==> config.mk <==
export PLATFORM = sky130hd
export DESIGN_NAME = radio_frame_gate
export DESIGN_NICKNAME = d
export VERILOG_FILES = /design/src/rtl/radio_frame_gate.sv
export SDC_FILE = /design/constraint.sdc
export NUM_CORES = 2
export LEC_CHECK = 0
export ABC_AREA = 0
export BUFFER_PORTS_ARGS = -buffer_cell sky130_fd_sc_hd__clkbuf_2
export CORE_MARGIN = 2
export CORE_UTILIZATION = 45
export DETAILED_ROUTE_END_ITERATION = 16
export PLACE_DENSITY = 0.68
export SLEW_MARGIN = 20
export SYNTH_ARGS = -nofsm -noshare
export SYNTH_HDL_FRONTEND = slang
export SYNTH_MEMORY_MAX_BITS = 65536
export SYNTH_SLANG_ARGS = --single-unit
==> constraint.sdc <==
create_clock -name s_axis_aclk -period 10.65 [get_ports s_axis_aclk]
set_input_delay 0.5325 -clock s_axis_aclk [delete_from_list [all_inputs] [get_ports s_axis_aclk]]
set_output_delay 0.5325 -clock s_axis_aclk [all_outputs]
set_load 0.01 [all_outputs]
==> src/rtl/radio_frame_gate.sv <==
// radio_frame_gate: buffers the waveform player's free-running AXIS stream and
// releases exactly BEATS_PER_FRAME beats per radio frame, aligned to the
// radio_start_10ms pulse (TUSER on the first beat, TLAST on the last).
// Underflow and misalignment are kept as sticky flags next to a frame counter.
//
// state | meaning
// IDLE  | disabled; input accepted and dropped, FIFO held empty
// ARMED | FIFO filling, waiting for a frame-start pulse with enough prefill
// RUN   | releasing the current frame, counting beats towards TLAST
module radio_frame_gate #(
    parameter int FIFO_DEPTH      = 64,
    parameter int BEATS_PER_FRAME = 3840,
    parameter int PREFILL         = 16
) (
    input  logic        s_axis_aclk,
    input  logic        s_axis_aresetn,
    input  logic        enable,
    input  logic        clear_flags,
    input  logic        radio_start_10ms,
    input  logic [63:0] s_data_tdata,
    input  logic [7:0]  s_data_tkeep,
    input  logic        s_data_tvalid,
    output logic        s_data_tready,
    input  logic        s_data_tlast,
    input  logic        s_data_tuser,
    output logic [63:0] m_data_tdata,
    output logic [7:0]  m_data_tkeep,
    output logic        m_data_tvalid,
    output logic        m_data_tlast,
    output logic        m_data_tuser,
    input  logic        m_data_tready,
    output logic [15:0] frame_count,
    output logic        underflow_flag,
    output logic        misalign_flag,
    output logic [1:0]  gate_state
);

    localparam int AW = $clog2(FIFO_DEPTH);
    localparam int CW = AW + 1;
    localparam logic [CW-1:0] FULL_LVL    = CW'(FIFO_DEPTH);
    localparam logic [CW-1:0] PREFILL_LVL = CW'(PREFILL);
    localparam logic [15:0]   LAST_BEAT   = 16'(BEATS_PER_FRAME - 1);

    typedef enum logic [1:0] {
        IDLE  = 2'd0,
        ARMED = 2'd1,
        RUN   = 2'd2
    } state_t;

    state_t        state;
    logic [71:0]   mem [FIFO_DEPTH];
    logic [AW-1:0] wr_ptr;
    logic [AW-1:0] rd_ptr;
    logic [CW-1:0] level;
    logic [15:0]   beat_cnt;
    logic [71:0]   head;

    logic fifo_empty;
    logic fifo_full;
    logic flush;
    logic wr_en;
    logic rd_en;
    logic last_hs;
    logic underflow_set;
    logic misalign_set;

    // Upstream tlast/tuser carry no meaning here; the frame structure is regenerated.
    logic unused_in;
    assign unused_in = s_data_tlast ^ s_data_tuser;

    assign fifo_empty = (level == '0);
    assign fifo_full  = (level == FULL_LVL);
    assign flush      = (state == IDLE) || !enable;

    // Ready is forced low while reset is held, otherwise IDLE sinks everything.
    assign s_data_tready = s_axis_aresetn && ((state == IDLE) || !fifo_full);
    assign wr_en         = s_data_tvalid && s_data_tready && (state != IDLE);

    // Outputs are zeroed whenever no beat is presented so reset and idle look clean.
    assign head          = mem[rd_ptr];
    assign m_data_tvalid = (state == RUN) && !fifo_empty;
    assign m_data_tdata  = m_data_tvalid ? head[63:0]  : 64'd0;
    assign m_data_tkeep  = m_data_tvalid ? head[71:64] : 8'd0;
    assign m_data_tuser  = m_data_tvalid && (beat_cnt == 16'd0);
    assign m_data_tlast  = m_data_tvalid && (beat_cnt == LAST_BEAT);
    assign rd_en         = m_data_tvalid && m_data_tready;
    assign last_hs       = rd_en && (beat_cnt == LAST_BEAT);

    assign underflow_set = enable &&
        (((state == ARMED) && radio_start_10ms && (level < PREFILL_LVL)) ||
         ((state == RUN) && fifo_empty && m_data_tready));
    assign misalign_set  = enable && (state == RUN) && radio_start_10ms &&
        (beat_cnt != 16'd0) && !last_hs;

    assign gate_state = state;

    // Storage array; payload only, no reset needed.
    always_ff @(posedge s_axis_aclk) begin
        if (wr_en) begin
            mem[wr_ptr] <= {s_data_tkeep, s_data_tdata};
        end
    end

    // FIFO pointers and fill level; flushed whenever the gate is idle or being disabled.
    always_ff @(posedge s_axis_aclk or negedge s_axis_aresetn) begin
        if (!s_axis_aresetn) begin
            wr_ptr <= '0;
            rd_ptr <= '0;
            level  <= '0;
        end else if (flush) begin
            wr_ptr <= '0;
            rd_ptr <= '0;
            level  <= '0;
        end else begin
            if (wr_en) begin
                wr_ptr <= wr_ptr + AW'(1);
            end
            if (rd_en) begin
                rd_ptr <= rd_ptr + AW'(1);
            end
            case ({wr_en, rd_en})
                2'b10:   level <= level + CW'(1);
                2'b01:   level <= level - CW'(1);
                default: level <= level;
            endcase
        end
    end

    // Gate FSM with beat counter, frame counter and sticky flags.
    always_ff @(posedge s_axis_aclk or negedge s_axis_aresetn) begin
        if (!s_axis_aresetn) begin
            state          <= IDLE;
            beat_cnt       <= 16'd0;
            frame_count    <= 16'd0;
            underflow_flag <= 1'b0;
            misalign_flag  <= 1'b0;
        end else begin
            if (underflow_set) begin
                underflow_flag <= 1'b1;
            end else if (clear_flags) begin
                underflow_flag <= 1'b0;
            end

            if (misalign_set) begin
                misalign_flag <= 1'b1;
            end else if (clear_flags) begin
                misalign_flag <= 1'b0;
            end

            if (last_hs) begin
                frame_count <= frame_count + 16'd1;
            end

            if (!enable) begin
                state    <= IDLE;
                beat_cnt <= 16'd0;
            end else begin
                case (state)
                    IDLE: begin
                        state    <= ARMED;
                        beat_cnt <= 16'd0;
                    end
                    ARMED: begin
                        if (radio_start_10ms && (level >= PREFILL_LVL)) begin
                            state    <= RUN;
                            beat_cnt <= 16'd0;
                        end
                    end
                    RUN: begin
                        // A start pulse on the closing beat simply chains the next frame.
                        if (last_hs) begin
                            beat_cnt <= 16'd0;
                            if (!radio_start_10ms) begin
                                state <= ARMED;
                            end
                        end else if (radio_start_10ms && (beat_cnt != 16'd0)) begin
                            beat_cnt <= 16'd0;
                        end else if (rd_en) begin
                            beat_cnt <= beat_cnt + 16'd1;
                        end
                    end
                    default: begin
                        state    <= IDLE;
                        beat_cnt <= 16'd0;
                    end
                endcase
            end
        end
    end

endmodule
==> results.yml <==
routing:
  drc_errors: 0
  antenna_left: 0
  routed_wl_mm: 471
  vias_per_cell: 6.21
  wl_per_cell_um: 32.5
  dr.pass1.iters: 8
  dr.first_iter.drc_count: 11495
  num_vias: 89924
global_routing:
  antenna_found_initial: 25
  first_global_vias: 88786
  grt_overflow_total: 0
  grt_usage_pct: 22.9
  grt_max_degree: 137
  grt_pass1_wl_mm: 664
synth:
  ys_seq_area_share_pct: 77.8
  synth-async-reset-ratio_pct: 1.18
  synth-xor-area-share_pct: 0.205
  synth_edf_count: 4608
  synth.area.mux_share_pct: 15.8
  syn_avg_cell_area_um2: 21.3
  synth_compound_area_share_pct: 3.19
  synth.distinct_cells: 69
  synth_top_family_by_area: "multiplexers"
  synthAdderAreaFrac_pct: 0.0488
  synth.largest_area_cell: "edfxtp_1"
  synth_nets: 8537
  synth-seq-cells: 4663
  syn-instance-count: 8449
  netlist_area_um2: 180000
  synth_area_leaders: "edfxtp_1 77%, mux4_2 9.7%, mux2i_1 6.0%"
  ys_warn_count: 0
  synth_top_cell_area_share_pct: 77.0
  yosys_most_used_dff: "edfxtp_1"
  synth-simple-area-share_pct: 1.53
timing:
  maxSlewHeadroom_pct: 19.8
  period_minus_slack_ps: 7060
  setup_ws_ps: 3590
  setup_viol: 0
  tightest_slew_ps: 1170
  maxSlewViolCount: 0
  finalHoldViolCount: 0
  rsz0062_at_grt: "no"
  tns_ps: 0
  fin_crit_sh_pct: 66.3
  fin_skew_ps: 71.1
  fmax_mhz: 142
floorplanning:
  start_util_pct: 45.1
  coreArea_um2: 398000
  die-area_um2: 404000
  core.rowCount: 232
  die_height_um: 636
  ios: 177
  die_w_um: 636
hold_path:
  hold_end: "mem[26][46]"
  hold_start: "s_data_tdata[46]"
  holdPathStages: 1
  hp-class: "in -> reg"
cells_and_area:
  mostFrequentLayoutCell: "edfxtp_1"
  drive_gt1_share_pct: 21.2
  register_area_um2: 140000
  nFillCells: 30885
  syn2layout_area_growth_pct: 12.3
  layout_common_cells: "4608 x edfxtp_1, 1075 x mux2i_1, 771 x mux4_2, 480 x a22oi_1, 444 x clkbuf_16"
  multi_input_area_um2: 37900
  fin_nets: 8929
setup_path:
  rr_worst_depth: 7
  end_kind: "primary output"
  r2r_end: "mem[39][15]"
  required_ps: 10120
  worst-path-max-fanout: 55
  worstSetupPathType: "reg -> out"
  worstReg2RegStart: "gate_state[1]"
  r2r_slack_ps: 5690
  worstPathArrival_ps: 6530
  cp-start-kind: "register"
clock_tree:
  cts-root-buf: "clkbuf_16"
  postCtsSetupRepairBufs: 0
  clk_pin_slew_ps: 60
  cts_tree: "done"
  cts_buffers: 436
  cts_buffer_depth: 4
  cts-htree-levels: 5
  cts_sinks: 4663
  clock_latency_ps: 1010
power:
  ir_worst_vdd_mv: 0.148
  p_leak_nw: 59.8
  powerDensity_nw_per_um2: 178
run:
  drv_cap: 0
placement:
  io_buffers: 174
  dp_hpwl_mm: 247
  place.gp.congestion: 0.788
  post-place-ws_ps: 4530
status:
  status: "completed"
## area by class of cell
| class | instances | area share (%) |
|---|---|---|
| diodes | 13 | 0.0161 |
| well taps | 5265 | 3.27 |
| repair buffers | 441 | 1.65 |
| multi-input cells | 3289 | 18.8 |
| clock inverters | 269 | 1.29 |
| clock buffers | 538 | 5.68 |
| flip-flops and latches | 4663 | 69.3 |
| inverters | 10 | 0.0211 |
## state kept, by name, summed over array words and instances, names as in the netlist
name and count:
mem 4608, frame_count 16, beat_cnt 16, rd_ptr 6, level 7, gate_state 2, underflow_flag 1, misalign_flag 1
wr_ptr 6
## cell usage after synthesis (24+ instances only)
cell and number:
edfxtp_1 4608, mux2i_1 1075, mux4_2 771, a22oi_1 480
buf_2 208, nand2_1 158, clkbuf_1 146, nor2_1 130
a21oi_1 109, nand3_1 93, buf_4 92, o22ai_1 80
and3_1 74, dfrtp_1 55, a31oi_1 36, o21ai_1 31
buf_1 29, nor4_1 25, mux2_2 24, xor2_1 24
## through the flow
stage / util [%] / std cells / hold slack, ps / total power [W] / area [µm²]
after floorplan: - / 8449 / 237 / 0.0206 / 180000
after global placement: 47.0 / 13648 / 464 / 0.0209 / 187000
after detailed placement: 47.0 / 13653 / 474 / 0.0209 / 187000
after CTS: 50.6 / 14465 / 124 / 0.0360 / 201000
after global routing: 50.6 / 14478 / 60.0 / 0.0367 / 202000
final: 50.7 / 14488 / 61.2 / 0.0358 / 202000
## where the power goes
group / total [W] / internal (W) / switching, W
sequential: 0.0202 / 0.0202 / 0.00000378
clock: 0.0153 / 0.00863 / 0.00672
combinational: 0.000321 / 0.0000359 / 0.000285
## cell families after synthesis
family	Yosys count
compound gates	821
xor+xnor	42
buf+inv	497
flops	4663
fa+ha+maj	7
simple gates	549
mux	1870
## routing by layer
metal | global-route usage (%) | vias up | routed length [µm]
li1 | - | 36148 | -
met1 | 30.9 | 48126 | 179000
met2 | 38.0 | 4795 | 231000
met3 | 3.62 | 837 | 42500
met4 | 7.98 | 18 | 18100
met5 | 0 | - | 115
## critical path: stages, from the launching register on
cell and delay, ps:
dfrtp_4 730, buf_4 770, nor2b_4 1030, buf_4 740, buf_4 810, a22oi_1 200
and3_1 240, a31oi_1 240, and3_1 200, o22ai_1 180, clkbuf_2 240
## worst max-delay path by stage
stage / depth (start not counted) / slack [ps] / start / to
3_5_place_dp: 10 / 4530 / rd_ptr[0] / m_data_tdata[25]
6_report: 10 / 3590 / rd_ptr[0] / m_data_tdata[25]
2_1_floorplan: 6 / 5630 / gate_state[1] / mem[39][0]
5_1_grt: 10 / 3380 / rd_ptr[0] / m_data_tdata[25]
3_3_place_gp: 10 / 4530 / rd_ptr[0] / m_data_tdata[25]
4_1_cts: 10 / 3520 / rd_ptr[0] / m_data_tdata[25]
## timing repair
item | in CTS | in global routing
hold endpoints to repair | 60 | 19
hold buffers | 5 | 1
gates resized for setup | 0 | 0
(Power assumes the default switching activity.)
